<file path="config.mk">
export PLATFORM = sky130hd
export DESIGN_NAME = pc_fetch_unit_flat
export DESIGN_NICKNAME = d
export VERILOG_FILES = /design/src/rtl/pc_fetch_unit_if.sv /design/src/rtl/pc_fetch_unit.sv /design/src/flat_wrapper.sv
export SDC_FILE = /design/constraint.sdc
export NUM_CORES = 1
export LEC_CHECK = 0
export CAP_MARGIN = 25
export CORE_MARGIN = 2
export CORE_UTILIZATION = 33
export DETAILED_ROUTE_END_ITERATION = 10
export HOLD_SLACK_MARGIN = 0.05
export PLACE_DENSITY = 0.56
export SETUP_SLACK_MARGIN = 0.2
export SYNTH_ARGS = -nofsm -noshare
export SYNTH_HDL_FRONTEND = slang
export SYNTH_SLANG_ARGS = --single-unit
</file>
<file path="constraint.sdc">
create_clock -name clk -period 3.75 [get_ports clk]
set_clock_uncertainty 0.05 [all_clocks]
set_input_delay 0.75 -clock clk [delete_from_list [all_inputs] [get_ports clk]]
set_output_delay 0.75 -clock clk [all_outputs]
set_load 0.005 [all_outputs]
</file>
<file path="src/rtl/pc_fetch_unit_if.sv">
// rtl/pc_fetch_unit_if.sv - instruction-memory request/response handshake
interface pc_fetch_unit_if #(
    parameter int XLEN = 32
);
    logic            imem_req;
    logic [XLEN-1:0] imem_addr;
    logic            imem_ready;
    logic            imem_rvalid;
    logic [31:0]     imem_rdata;

    modport master (
        output imem_req,
        output imem_addr,
        input  imem_ready,
        input  imem_rvalid,
        input  imem_rdata
    );

    modport slave (
        input  imem_req,
        input  imem_addr,
        output imem_ready,
        output imem_rvalid,
        output imem_rdata
    );
endinterface

</file>
<file path="src/rtl/pc_fetch_unit.sv">
// rtl/pc_fetch_unit.sv - PC/fetch stage; optional retire/redirect counters under PC_FETCH_COUNTERS_EN
module pc_fetch_unit #(
    parameter int              XLEN         = 32,
    parameter logic [XLEN-1:0] RESET_VECTOR = '0
) (
    input  logic              clk,
    input  logic              reset,
    input  logic [1:0]        pc_source_i,
    input  logic [XLEN-1:0]   branch_offset_i,
    input  logic [XLEN-1:0]   alu_result_i,
    input  logic              retire_i,
    input  logic              stall_i,
    pc_fetch_unit_if.master   imem,
    output logic [31:0]       inst_o,
    output logic [XLEN-1:0]   inst_pc_o,
    output logic              inst_valid_o,
    output logic              misaligned_o,
    output logic [XLEN-1:0]   misaligned_addr_o
`ifdef PC_FETCH_COUNTERS_EN
    ,
    output logic [31:0]       retired_count_o,
    output logic [31:0]       redirect_count_o
`endif
);

    typedef enum logic [1:0] {
        S_FETCH = 2'd0,
        S_WAIT  = 2'd1,
        S_ISSUE = 2'd2,
        S_TRAP  = 2'd3
    } state_e;

    state_e          state_q;
    logic [XLEN-1:0] pc_q;
    logic [31:0]     inst_q;
    logic [XLEN-1:0] inst_pc_q;
    logic            inst_valid_q;
    logic            misaligned_q;
    logic [XLEN-1:0] misaligned_addr_q;

    logic [XLEN-1:0] next_pc_d;
    logic            retire_ok;
    logic            target_aligned;
    logic            is_redirect;

    always_comb begin
        next_pc_d   = pc_q + XLEN'(4);
        is_redirect = 1'b0;
        case (pc_source_i)
            2'd1: begin
                next_pc_d   = pc_q + branch_offset_i;
                is_redirect = 1'b1;
            end
            2'd2: begin
                next_pc_d   = alu_result_i & ~XLEN'(1);
                is_redirect = 1'b1;
            end
            default: begin
                next_pc_d   = pc_q + XLEN'(4);
                is_redirect = 1'b0;
            end
        endcase
    end

    assign retire_ok      = (state_q == S_ISSUE) && retire_i && !stall_i;
    assign target_aligned = (next_pc_d[1:0] == 2'b00);

    // Request is combinational so it rises in the first cycle out of reset.
    assign imem.imem_req  = (state_q == S_FETCH) && !stall_i;
    assign imem.imem_addr = pc_q;

    always_ff @(posedge clk) begin
        if (reset) begin
            state_q           <= S_FETCH;
            pc_q              <= RESET_VECTOR;
            inst_q            <= '0;
            inst_pc_q         <= '0;
            inst_valid_q      <= 1'b0;
            misaligned_q      <= 1'b0;
            misaligned_addr_q <= '0;
        end else begin
            case (state_q)
                S_FETCH: begin
                    if (imem.imem_req && imem.imem_ready) begin
                        state_q <= S_WAIT;
                    end
                end
                S_WAIT: begin
                    if (imem.imem_rvalid) begin
                        inst_q       <= imem.imem_rdata;
                        inst_pc_q    <= pc_q;
                        inst_valid_q <= 1'b1;
                        state_q      <= S_ISSUE;
                    end
                end
                S_ISSUE: begin
                    if (retire_ok) begin
                        inst_valid_q <= 1'b0;
                        if (target_aligned) begin
                            pc_q    <= next_pc_d;
                            state_q <= S_FETCH;
                        end else begin
                            misaligned_q      <= 1'b1;
                            misaligned_addr_q <= next_pc_d;
                            state_q           <= S_TRAP;
                        end
                    end
                end
                default: begin
                    // Terminal until reset.
                    state_q      <= S_TRAP;
                    inst_valid_q <= 1'b0;
                    misaligned_q <= 1'b1;
                end
            endcase
        end
    end

    assign inst_o            = inst_q;
    assign inst_pc_o         = inst_pc_q;
    assign inst_valid_o      = inst_valid_q;
    assign misaligned_o      = misaligned_q;
    assign misaligned_addr_o = misaligned_addr_q;

`ifdef PC_FETCH_COUNTERS_EN
    logic [31:0] retired_count_q;
    logic [31:0] redirect_count_q;

    always_ff @(posedge clk) begin
        if (reset) begin
            retired_count_q  <= '0;
            redirect_count_q <= '0;
        end else if (retire_ok) begin
            retired_count_q <= retired_count_q + 32'd1;
            if (is_redirect && target_aligned) begin
                redirect_count_q <= redirect_count_q + 32'd1;
            end
        end
    end

    assign retired_count_o  = retired_count_q;
    assign redirect_count_o = redirect_count_q;
`endif

endmodule

</file>
<file path="src/flat_wrapper.sv">
// flat-port wrapper written by rule: the top's interface ports become plain ports
module pc_fetch_unit_flat 
#(
    parameter int              XLEN         = 32,
    parameter logic [XLEN-1:0] RESET_VECTOR = '0
)
  (clk, reset, pc_source_i, branch_offset_i, alu_result_i, retire_i, stall_i, inst_o, inst_pc_o, inst_valid_o, misaligned_o, misaligned_addr_o, imem_imem_req, imem_imem_addr, imem_imem_ready, imem_imem_rvalid, imem_imem_rdata);
  pc_fetch_unit_if #(.XLEN(XLEN)) imem_i ();
  input  logic clk;
  input  logic reset;
  input  logic [1:0] pc_source_i;
  input  logic [XLEN-1:0] branch_offset_i;
  input  logic [XLEN-1:0] alu_result_i;
  input  logic retire_i;
  input  logic stall_i;
  output logic [31:0] inst_o;
  output logic [XLEN-1:0] inst_pc_o;
  output logic inst_valid_o;
  output logic misaligned_o;
  output logic [XLEN-1:0] misaligned_addr_o;
  output wire logic [$bits(imem_i.imem_req)-1:0] imem_imem_req;
  output wire logic [$bits(imem_i.imem_addr)-1:0] imem_imem_addr;
  input wire logic [$bits(imem_i.imem_ready)-1:0] imem_imem_ready;
  input wire logic [$bits(imem_i.imem_rvalid)-1:0] imem_imem_rvalid;
  input wire logic [$bits(imem_i.imem_rdata)-1:0] imem_imem_rdata;
  assign imem_imem_req = imem_i.imem_req;
  assign imem_imem_addr = imem_i.imem_addr;
  assign imem_i.imem_ready = imem_imem_ready;
  assign imem_i.imem_rvalid = imem_imem_rvalid;
  assign imem_i.imem_rdata = imem_imem_rdata;
  pc_fetch_unit #(.XLEN(XLEN), .RESET_VECTOR(RESET_VECTOR)) u_core (.clk(clk), .reset(reset), .pc_source_i(pc_source_i), .branch_offset_i(branch_offset_i), .alu_result_i(alu_result_i), .retire_i(retire_i), .stall_i(stall_i), .imem(imem_i), .inst_o(inst_o), .inst_pc_o(inst_pc_o), .inst_valid_o(inst_valid_o), .misaligned_o(misaligned_o), .misaligned_addr_o(misaligned_addr_o));
endmodule
</file>
==> impl_metrics.py, run 1 <==
metrics = {
    "die": {
        "initial_core_util_pct": 33.34,
        "die-height_um": 154.6,
        "core_area_um2": 22430,
        "pin_count": 235,
        "num_rows": 55,
        "die_x_um": 154.6,
        "die-area_um2": 23890,
    },
    "yosys": {
        "yosysWarnings": 0,
        "ys.flop_type": "dfxtp_1",
        "syn_area_per_cell_um2": 7.510,
        "postSynth.asyncResetShare_pct": 0,
        "synthTopCellsByArea": "dfxtp_1 (35%), nand2_1 (12%), a21oi_1 (9.3%), ha_1 (5.7%), xnor2_1 (3.2%)",
        "synth_edf_count": 0,
        "ys_ff_latch": 132,
        "synth_cells": 996,
        "netlist_area_um2": 7480,
        "ys_seq_area_share_pct": 35.33,
        "yosysTopAreaCell": "dfxtp_1",
        "synth_top_area_share_pct": 35.33,
        "netlist-cell-type-count": 70,
        "syn_nets": 1135,
    },
    "clock_tree": {
        "cts-buffers-inserted": 17,
        "cts_tree": "done",
        "h-tree-depth": 4,
        "clockBufferDepth": 2,
        "cts_root_buffer": "clkbuf_16",
        "clkTransAtPathRegs_ns": 0.06,
        "insertion_delay_ns": 0.43,
        "cts_hold_buffers": 0,
        "cts.sinks": 132,
    },
    "final_layout": {
        "ff_latch_area_um2": 2643,
        "layout_common_cells": "nand2_1 (232), clkdlybuf4s50_1 (232), a21oi_1 (139), dfxtp_1 (132), buf_4 (56)",
        "drive_gt1_share_pct": 9.011,
        "fill_cells": 2206,
        "utilization_pct": 48.97,
        "antennaDiodeCount": 0,
        "nNetsFinal": 1381,
        "multi_input_area_um2": 4558,
        "syn_to_final_growth_pct": 46.89,
        "final_cell_area_um2": 10990,
    },
    "sta": {
        "hold_viol": 0,
        "rsz0062_at_grt": "true",
        "drv_slew": 0,
        "tns_ns": 0,
        "fmax_mhz": 288.6,
        "setup_viol": 0,
        "finalCriticalPeriod_ns": 3.465,
        "timing.final.ws_setup_ns": 0.2849,
        "max_slew_margin_pct": 36.33,
        "fin_crit_sh_pct": 92.40,
        "worst_pin_slew_ns": 0.9550,
    },
    "setup_path": {
        "r2r_cells": 11,
        "path_cells": "clkdlybuf4s50_1, ha_1, inv_1, fa_1, and2b_2, o221ai_4, a21o_1, a211oi_2, o21ai_1, or3_1, mux2i_1, o41ai_1",
        "worstPathRequired_ns": 4.02,
        "critPathArrivalTime_ns": 3.74,
        "cp-start-kind": "input pin",
        "cp_max_fo": 3,
        "ff2ff_setup_slack_ns": 0.64,
        "worstReg2RegStart": "u_core.imem.imem_addr[4]",
        "critPathMaxStageDelay_ns": 0.46,
        "crit_path_end_kind": "flip-flop",
        "crit_type": "in2reg",
        "reg2reg_to": "u_core.imem.imem_addr[19]",
        "slowest_stage": "clkdlybuf4s50_1",
    },
    "placement": {
        "placed_cell_area_um2": 10350,
        "place_congestion": 0.9079,
        "port_buffers": 233,
        "dpl.hpwl_mm": 21.18,
        "dp_slack_ns": -0.3314,
    },
    "min_path": {
        "min_path_cells": 2,
        "hp-class": "reg2reg",
        "min_from": "u_core.misaligned_o",
        "whs_endpoint": "u_core.misaligned_o",
    },
    "drt": {
        "drt-wirelength-per-cell_um": 18.36,
        "drt-pass1-iter-count": 5,
        "routed_wl_mm": 28.26,
        "first_iter_violations": 522,
        "final_antenna_net_count": 0,
        "num_vias": 8175,
        "viasPerCell": 5.312,
        "drc": 0,
    },
    "status": {
        "status": "completed",
    },
    "grt": {
        "track_usage_pct": 23.64,
        "grt_pass1_wl_mm": 44.12,
        "antenna_found_initial": 0,
        "overflow": 0,
        "grt_max_degree": 82,
        "grt_pass1_vias": 7665,
    },
    "power_and_ir_drop": {
        "ir_worst_vdd_v": 0.0002167,
        "pwr_density_cell_nw_per_um2": 339.8,
        "leakage_uw": 0.004062,
    },
    "run": {
        "cap_violations": 0,
    },
}
==> how the worst max path moves through the flow <==
stage | start | end | slack [ns] | cells after the start
2_1_floorplan | branch_offset_i[0] | u_core.imem.imem_addr[30] | 0.56 | 11
3_3_place_gp | branch_offset_i[0] | u_core.misaligned_addr_o[30] | -0.28 | 12
3_5_place_dp | branch_offset_i[0] | u_core.imem.imem_addr[30] | -0.33 | 12
4_1_cts | branch_offset_i[0] | u_core.imem.imem_addr[30] | 0.20 | 12
5_1_grt | branch_offset_i[0] | u_core.imem.imem_addr[28] | 0.17 | 13
6_report | branch_offset_i[0] | u_core.imem.imem_addr[30] | 0.28 | 12
==> metal layers <==
layer	share of wire [%]	global-route usage [%]	up-vias	routed length, um
met5	0	0	-	0
li1	-	-	4028	-
met3	6.1	3.923	27	1712
met4	1.5	6.393	0	424
met1	48	33.74	3812	13570
met2	44	36.95	308	12560
==> through the flow <==
stage	hold slack [ns]	total power (uW)	instances
after floorplan	0.3921	1778	996
after global placement	0.3872	2084	1506
after detailed placement	0.3901	2086	1506
after CTS	0.3989	3759	1537
after global routing	0.4234	3881	1539
final	0.3987	3734	1539
==> synth_stat cells (all sizes together) (14+ instances only) <==
| cell | count |
|---|---|
| buf | 17 |
| a211oi | 23 |
| ha | 34 |
| nand2 | 232 |
| a221oi | 16 |
| a21o | 15 |
| o21ai | 39 |
| a21oi | 139 |
| nand3 | 32 |
| xnor2 | 27 |
| inv | 23 |
| clkbuf | 45 |
| xor2 | 17 |
| nor2 | 54 |
| dfxtp | 132 |
| nor3 | 14 |
==> worst max-delay path: cells and delay by family <==
family	cells	cell delay, ns
AO/OA/AOI/OAI	5	1.11
multiplexers	1	0.17
AND/OR/NAND/NOR	2	0.64
buffers and inverters	2	0.52
adder cells (fa/ha/maj)	2	0.56
==> logic make-up (layout without fill, tap and decap cells) <==
| logic type | count (synthesis) | after routing | synth area share, % |
|---|---|---|---|
| muxes | 5 | 5 | 0.6859 |
| buffers and inverters | 85 | 343 | 4.349 |
| DFF | 132 | 132 | 35.33 |
| adders and majority gates | 35 | 35 | 5.955 |
| xor gates and xnor gates | 44 | 44 | 5.152 |
| AOI/OAI and AO/OA | 303 | 303 | 25.78 |
| and+or+nand+nor | 392 | 392 | 22.75 |
==> layout make-up <==
type                    instances  share of cell area, %
flip-flops and latches        132                  24.05
clock inverters                14                  1.412
clock buffers                  17                  3.872
multi-input cells             779                  41.49
inverters                      23                 0.7858
repair buffers                289                  25.15
well taps                     285                  3.246
==> power by group <==
part	switching, uW	internal [uW]
sequential	27.3	1440
combinational	317	279
clock	693	981
==> sequential cells by signal (all words and copies together), names as in the netlist <==
name / count
u_core.inst_o: 32
u_core.imem.imem_addr: 32
u_core.misaligned_o: 1
u_core.inst_valid_o: 1
u_core.misaligned_addr_o: 32
u_core.state_q: 2
u_core.inst_pc_o: 32
==> timing repair <==
action,in CTS,in global routing
pin swaps,0,4
setup buffers,0,2
setup endpoints to repair,8,12
resized for setup,1,6
Power figures use the tool's default switching activity.
==> run 2: changes to the inputs <==
Settings changed: CTS_BUF_LIST set to sky130_fd_sc_hd__clkbuf_4 sky130_fd_sc_hd__clkbuf_8.
==> run 2 against run 1 <==
Against the previous run:
- via count decreased by 0.88%
- cell area fell by 1.9%
- die area unchanged
- clock-buffer cell count unchanged
- sequential share of layout area is 0.46 points higher
- sequential power about the same
- hold slack improved by 0.0027 ns
- non-clock buffer count down 1
- final cell count about the same
- first-iteration DRC count is 2.3% higher
==> impl_metrics.py, run 2 (same netlist as run 1, synthesis figures left out) <==
metrics = {
    "status": {
        "status": "completed",
    },
    "grt": {
        "grt_pass1_vias": 7673,
        "overflow": 0,
        "grt_pass1_wl_mm": 44.09,
        "track_usage_pct": 23.62,
        "antenna_found_initial": 0,
        "grt_max_degree": 82,
    },
    "drt": {
        "viasPerCell": 5.269,
        "drt-wirelength-per-cell_um": 18.31,
        "drc": 0,
        "drt-pass1-iter-count": 5,
        "num_vias": 8103,
        "routed_wl_mm": 28.17,
        "first_iter_violations": 534,
        "final_antenna_net_count": 0,
    },
    "placement": {
        "dp_slack_ns": -0.3314,
        "dpl.hpwl_mm": 21.18,
        "port_buffers": 233,
        "place_congestion": 0.9079,
        "placed_cell_area_um2": 10350,
    },
    "clock_tree": {
        "clkTransAtPathRegs_ns": 0.09,
        "cts_tree": "done",
        "cts-buffers-inserted": 17,
        "cts.sinks": 132,
        "h-tree-depth": 4,
        "cts_root_buffer": "clkbuf_8",
        "insertion_delay_ns": 0.46,
        "clockBufferDepth": 2,
    },
    "sta": {
        "finalCriticalPeriod_ns": 3.499,
        "rsz0062_at_grt": "true",
        "timing.final.ws_setup_ns": 0.2513,
        "setup_viol": 0,
        "whs_ns": 0.4014,
        "hold_viol": 0,
        "max_slew_margin_pct": 36.09,
        "worst_pin_slew_ns": 0.9586,
        "drv_slew": 0,
        "fin_crit_sh_pct": 93.30,
        "fmax_mhz": 285.8,
    },
    "min_path": {
        "min_path_cells": 2,
        "min_from": "u_core.misaligned_o",
        "hp-class": "reg2reg",
        "whs_endpoint": "u_core.misaligned_o",
    },
    "setup_path": {
        "worstReg2RegStart": "u_core.imem.imem_addr[0]",
        "slowest_stage": "clkdlybuf4s50_1",
        "critPathMaxStageDelay_ns": 0.46,
        "critPathArrivalTime_ns": 3.86,
        "reg2reg_to": "u_core.misaligned_addr_o[28]",
        "worstPathRequired_ns": 4.11,
        "r2r_cells": 12,
        "path_cells": "clkdlybuf4s50_1, ha_1, inv_1, fa_1, and2b_1, o221ai_4, a21boi_1, o211ai_1, o31ai_2, buf_4, nand3_1, a211oi_1, a31o_2",
        "ff2ff_setup_slack_ns": 0.58,
        "crit_type": "in2reg",
        "crit_path_end_kind": "flip-flop",
        "cp_max_fo": 4,
        "cp-start-kind": "input pin",
    },
    "die": {
        "die-height_um": 154.6,
        "core_area_um2": 22430,
        "num_rows": 55,
        "pin_count": 235,
        "die_x_um": 154.6,
        "initial_core_util_pct": 33.34,
        "die-area_um2": 23890,
    },
    "final_layout": {
        "fill_cells": 2235,
        "ff_latch_area_um2": 2643,
        "utilization_pct": 48.06,
        "drive_gt1_share_pct": 8.779,
        "layout_common_cells": "nand2_1 (232), clkdlybuf4s50_1 (232), a21oi_1 (139), dfxtp_1 (132), buf_4 (55)",
        "syn_to_final_growth_pct": 44.16,
        "multi_input_area_um2": 4553,
        "final_cell_area_um2": 10780,
        "nNetsFinal": 1380,
        "antennaDiodeCount": 0,
    },
    "run": {
        "cap_violations": 0,
    },
    "power_and_ir_drop": {
        "pwr_density_cell_nw_per_um2": 304.7,
        "ir_worst_vdd_v": 0.0001621,
        "leakage_uw": 0.003971,
    },
}
-- run 2: cell count changes in the layout (fill, tap and decap cells not counted), sizes merged --
cell	delta
buf	-1
-- run 2: layout make-up --
type,count,area share (%)
multi-input cells,779,42.23
repair buffers,288,25.55
flip-flops and latches,132,24.51
well taps,285,3.307
clock buffers,17,2.170
clock inverters,14,1.439
inverters,23,0.8007
-- run 2: where the power goes --
part / leakage (uW) / switching (uW) / internal [uW]
Sequential: 0.00107 / 27.3 / 1430
Clock: 0.000181 / 635 / 593
Combinational: 0.00272 / 317 / 279
Total: 0.00397 / 980 / 2310
-- run 2: worst max path at each step --
stage / startpoint / endpoint / slack, ns
final: branch_offset_i[0] / u_core.misaligned_addr_o[28] / 0.25
after global routing: branch_offset_i[0] / u_core.imem.imem_addr[28] / 0.10
after CTS: branch_offset_i[0] / u_core.imem.imem_addr[30] / 0.25
after detailed placement: branch_offset_i[0] / u_core.imem.imem_addr[30] / -0.33
after global placement: branch_offset_i[0] / u_core.misaligned_addr_o[30] / -0.28
after floorplan: branch_offset_i[0] / u_core.imem.imem_addr[30] / 0.56
-- run 2: stage by stage --
| step | power (uW) | setup TNS (ns) | std cells |
|---|---|---|---|
| 2_1_floorplan | 1778 | 0 | 996 |
| 3_3_place_gp | 2084 | -2.951 | 1506 |
| 3_5_place_dp | 2086 | -3.138 | 1506 |
| 4_1_cts | 3313 | 0 | 1537 |
| 5_1_grt | 3434 | 0 | 1538 |
| 6_report | 3286 | 0 | 1538 |
-- run 2: layer usage --
metal	routed length [um]	global-route usage, %	part of all wire, %	vias to the layer above
met1	13630	33.69	48	3759
met2	12420	36.56	44	289
met4	539	6.746	1.9	0
li1	-	-	-	4023
met3	1578	4.203	5.6	32
met5	0	0	0	-
-- run 2: timing repair --
action                                  in CTS  in global routing
endpoints found under the setup margin       3                 10
hold buffers                                 0                  0
hold endpoints to repair                     0                  0
resized for setup                            1                  4
setup buffers                                0                  1
pin swaps                                    0                  3
-- run 2: critical path: cells and delay by family --
family          cells  cell delay [ns]
compound gates      6             1.49
fa+ha+maj           2             0.56
buf+inv             3             0.69
simple gates        2             0.37
==> run 3: changes to the inputs <==
Settings changed: SKIP_CTS_REPAIR_TIMING set to 1.
==> run 3 against run 2 <==
Against the previous run:
- register-to-register slack improved by 0.02 ns
- hold slack about the same
- clock power is essentially flat
- via count increased by 0.49%
- combinational power hardly changed
- wire length grew 0.15%
- die area unchanged
- power barely moved
- core utilization unchanged
- sequential power barely moved
- worst setup slack improved by 0.030 ns
- global-route usage about the same
- critical path type unchanged
- critical endpoint is now u_core.imem.imem_addr[30]
==> impl_metrics.py, run 3 (same netlist as run 1, synthesis figures left out) <==
metrics = {
    "power_and_ir_drop": {
        "ir_worst_vdd_v": 0.0001619,
        "pwr_density_cell_nw_per_um2": 305.0,
        "leakage_uw": 0.003968,
    },
    "grt": {
        "track_usage_pct": 23.59,
        "antenna_found_initial": 0,
        "grt_pass1_wl_mm": 44.02,
        "grt_pass1_vias": 7659,
        "overflow": 0,
        "grt_max_degree": 82,
    },
    "placement": {
        "port_buffers": 233,
        "dp_slack_ns": -0.3314,
        "placed_cell_area_um2": 10350,
        "place_congestion": 0.9079,
        "dpl.hpwl_mm": 21.18,
    },
    "drt": {
        "routed_wl_mm": 28.21,
        "drc": 0,
        "drt-wirelength-per-cell_um": 18.33,
        "first_iter_violations": 550,
        "final_antenna_net_count": 0,
        "num_vias": 8143,
        "viasPerCell": 5.291,
        "drt-pass1-iter-count": 5,
    },
    "sta": {
        "hold_viol": 0,
        "timing.final.ws_setup_ns": 0.2813,
        "whs_ns": 0.4014,
        "fin_crit_sh_pct": 92.50,
        "fmax_mhz": 288.3,
        "drv_slew": 0,
        "max_slew_margin_pct": 36.58,
        "finalCriticalPeriod_ns": 3.469,
        "worst_pin_slew_ns": 0.9513,
        "rsz0062_at_grt": "false",
        "tns_ns": 0,
        "setup_viol": 0,
    },
    "final_layout": {
        "antennaDiodeCount": 0,
        "ff_latch_area_um2": 2643,
        "final_cell_area_um2": 10780,
        "fill_cells": 2235,
        "utilization_pct": 48.06,
        "nNetsFinal": 1381,
        "syn_to_final_growth_pct": 44.16,
        "multi_input_area_um2": 4546,
        "drive_gt1_share_pct": 8.931,
        "layout_common_cells": "nand2_1 (232), clkdlybuf4s50_1 (232), a21oi_1 (139), dfxtp_1 (132), buf_4 (56)",
    },
    "status": {
        "status": "completed",
    },
    "die": {
        "pin_count": 235,
        "die-height_um": 154.6,
        "num_rows": 55,
        "initial_core_util_pct": 33.34,
        "die_x_um": 154.6,
        "die-area_um2": 23890,
        "core_area_um2": 22430,
    },
    "setup_path": {
        "cp-start-kind": "input pin",
        "critPathArrivalTime_ns": 3.77,
        "cp_max_fo": 3,
        "crit_path_end_kind": "flip-flop",
        "worstPathRequired_ns": 4.05,
        "crit_type": "in2reg",
    },
    "clock_tree": {
        "cts_root_buffer": "clkbuf_8",
        "h-tree-depth": 4,
        "cts-buffers-inserted": 17,
        "cts.sinks": 132,
        "clockBufferDepth": 2,
        "insertion_delay_ns": 0.46,
        "cts_tree": "done",
        "clkTransAtPathRegs_ns": 0.08,
    },
    "min_path": {
        "hp-class": "reg2reg",
    },
    "run": {
        "cap_violations": 0,
    },
}
[run 3: changes by cell type in the layout (fill, tap and decap cells not counted), sizes merged]
cell | before | now
buf | 56 | 57
[run 3: per-stage QoR]
stage | cells | power, uW
final | 1539 | 3289
after global routing | 1539 | 3433
after CTS | 1537 | 3313
after detailed placement | 1506 | 2086
after global placement | 1506 | 2084
after floorplan | 996 | 1778
[run 3: path summary, 6_finish.rpt]
path                       startpoint                   endpoint  slack (ns)  cells after the start
max reg2reg  u_core.imem.imem_addr[0]  u_core.imem.imem_addr[30]        0.60                     11
min reg2reg       u_core.misaligned_o        u_core.misaligned_o        0.40                      2
max                branch_offset_i[0]  u_core.imem.imem_addr[30]        0.28                     12
min               u_core.misaligned_o        u_core.misaligned_o        0.40                      2
[run 3: layer usage]
metal  vias up  wire length [um]  track usage, %
met1      3753             13480           33.70
li1       4029                 -               -
met4         0               556           6.746
met3        35              1730           4.203
met5         -                 0               0
met2       326             12450           36.44
[run 3: report_power, final]
| group | leakage [uW] | switching [uW] | internal [uW] |
|---|---|---|---|
| registers | 0.00107 | 27.3 | 1430 |
| clock network | 0.000181 | 639 | 593 |
| logic | 0.00272 | 317 | 279 |
| total | 0.00397 | 983 | 2310 |
[run 3: worst max-delay path, stage by stage]
cell             delay (ns)
clkdlybuf4s50_1        0.46
ha_1                   0.16
inv_1                  0.06
fa_1                   0.40
and2b_1                0.26
o221ai_2               0.17
a21o_1                 0.23
a211oi_2               0.24
o21ai_1                0.14
or3_1                  0.36
mux2i_1                0.17
o41ai_1                0.37
[run 3: cell type report]
cell class / instances / area share (%)
clock buffers: 17 / 2.170
clock inverters: 14 / 1.439
inverters: 23 / 0.8007
multi-input cells: 779 / 42.16
flip-flops and latches: 132 / 24.51
well taps: 285 / 3.307
repair buffers: 289 / 25.62
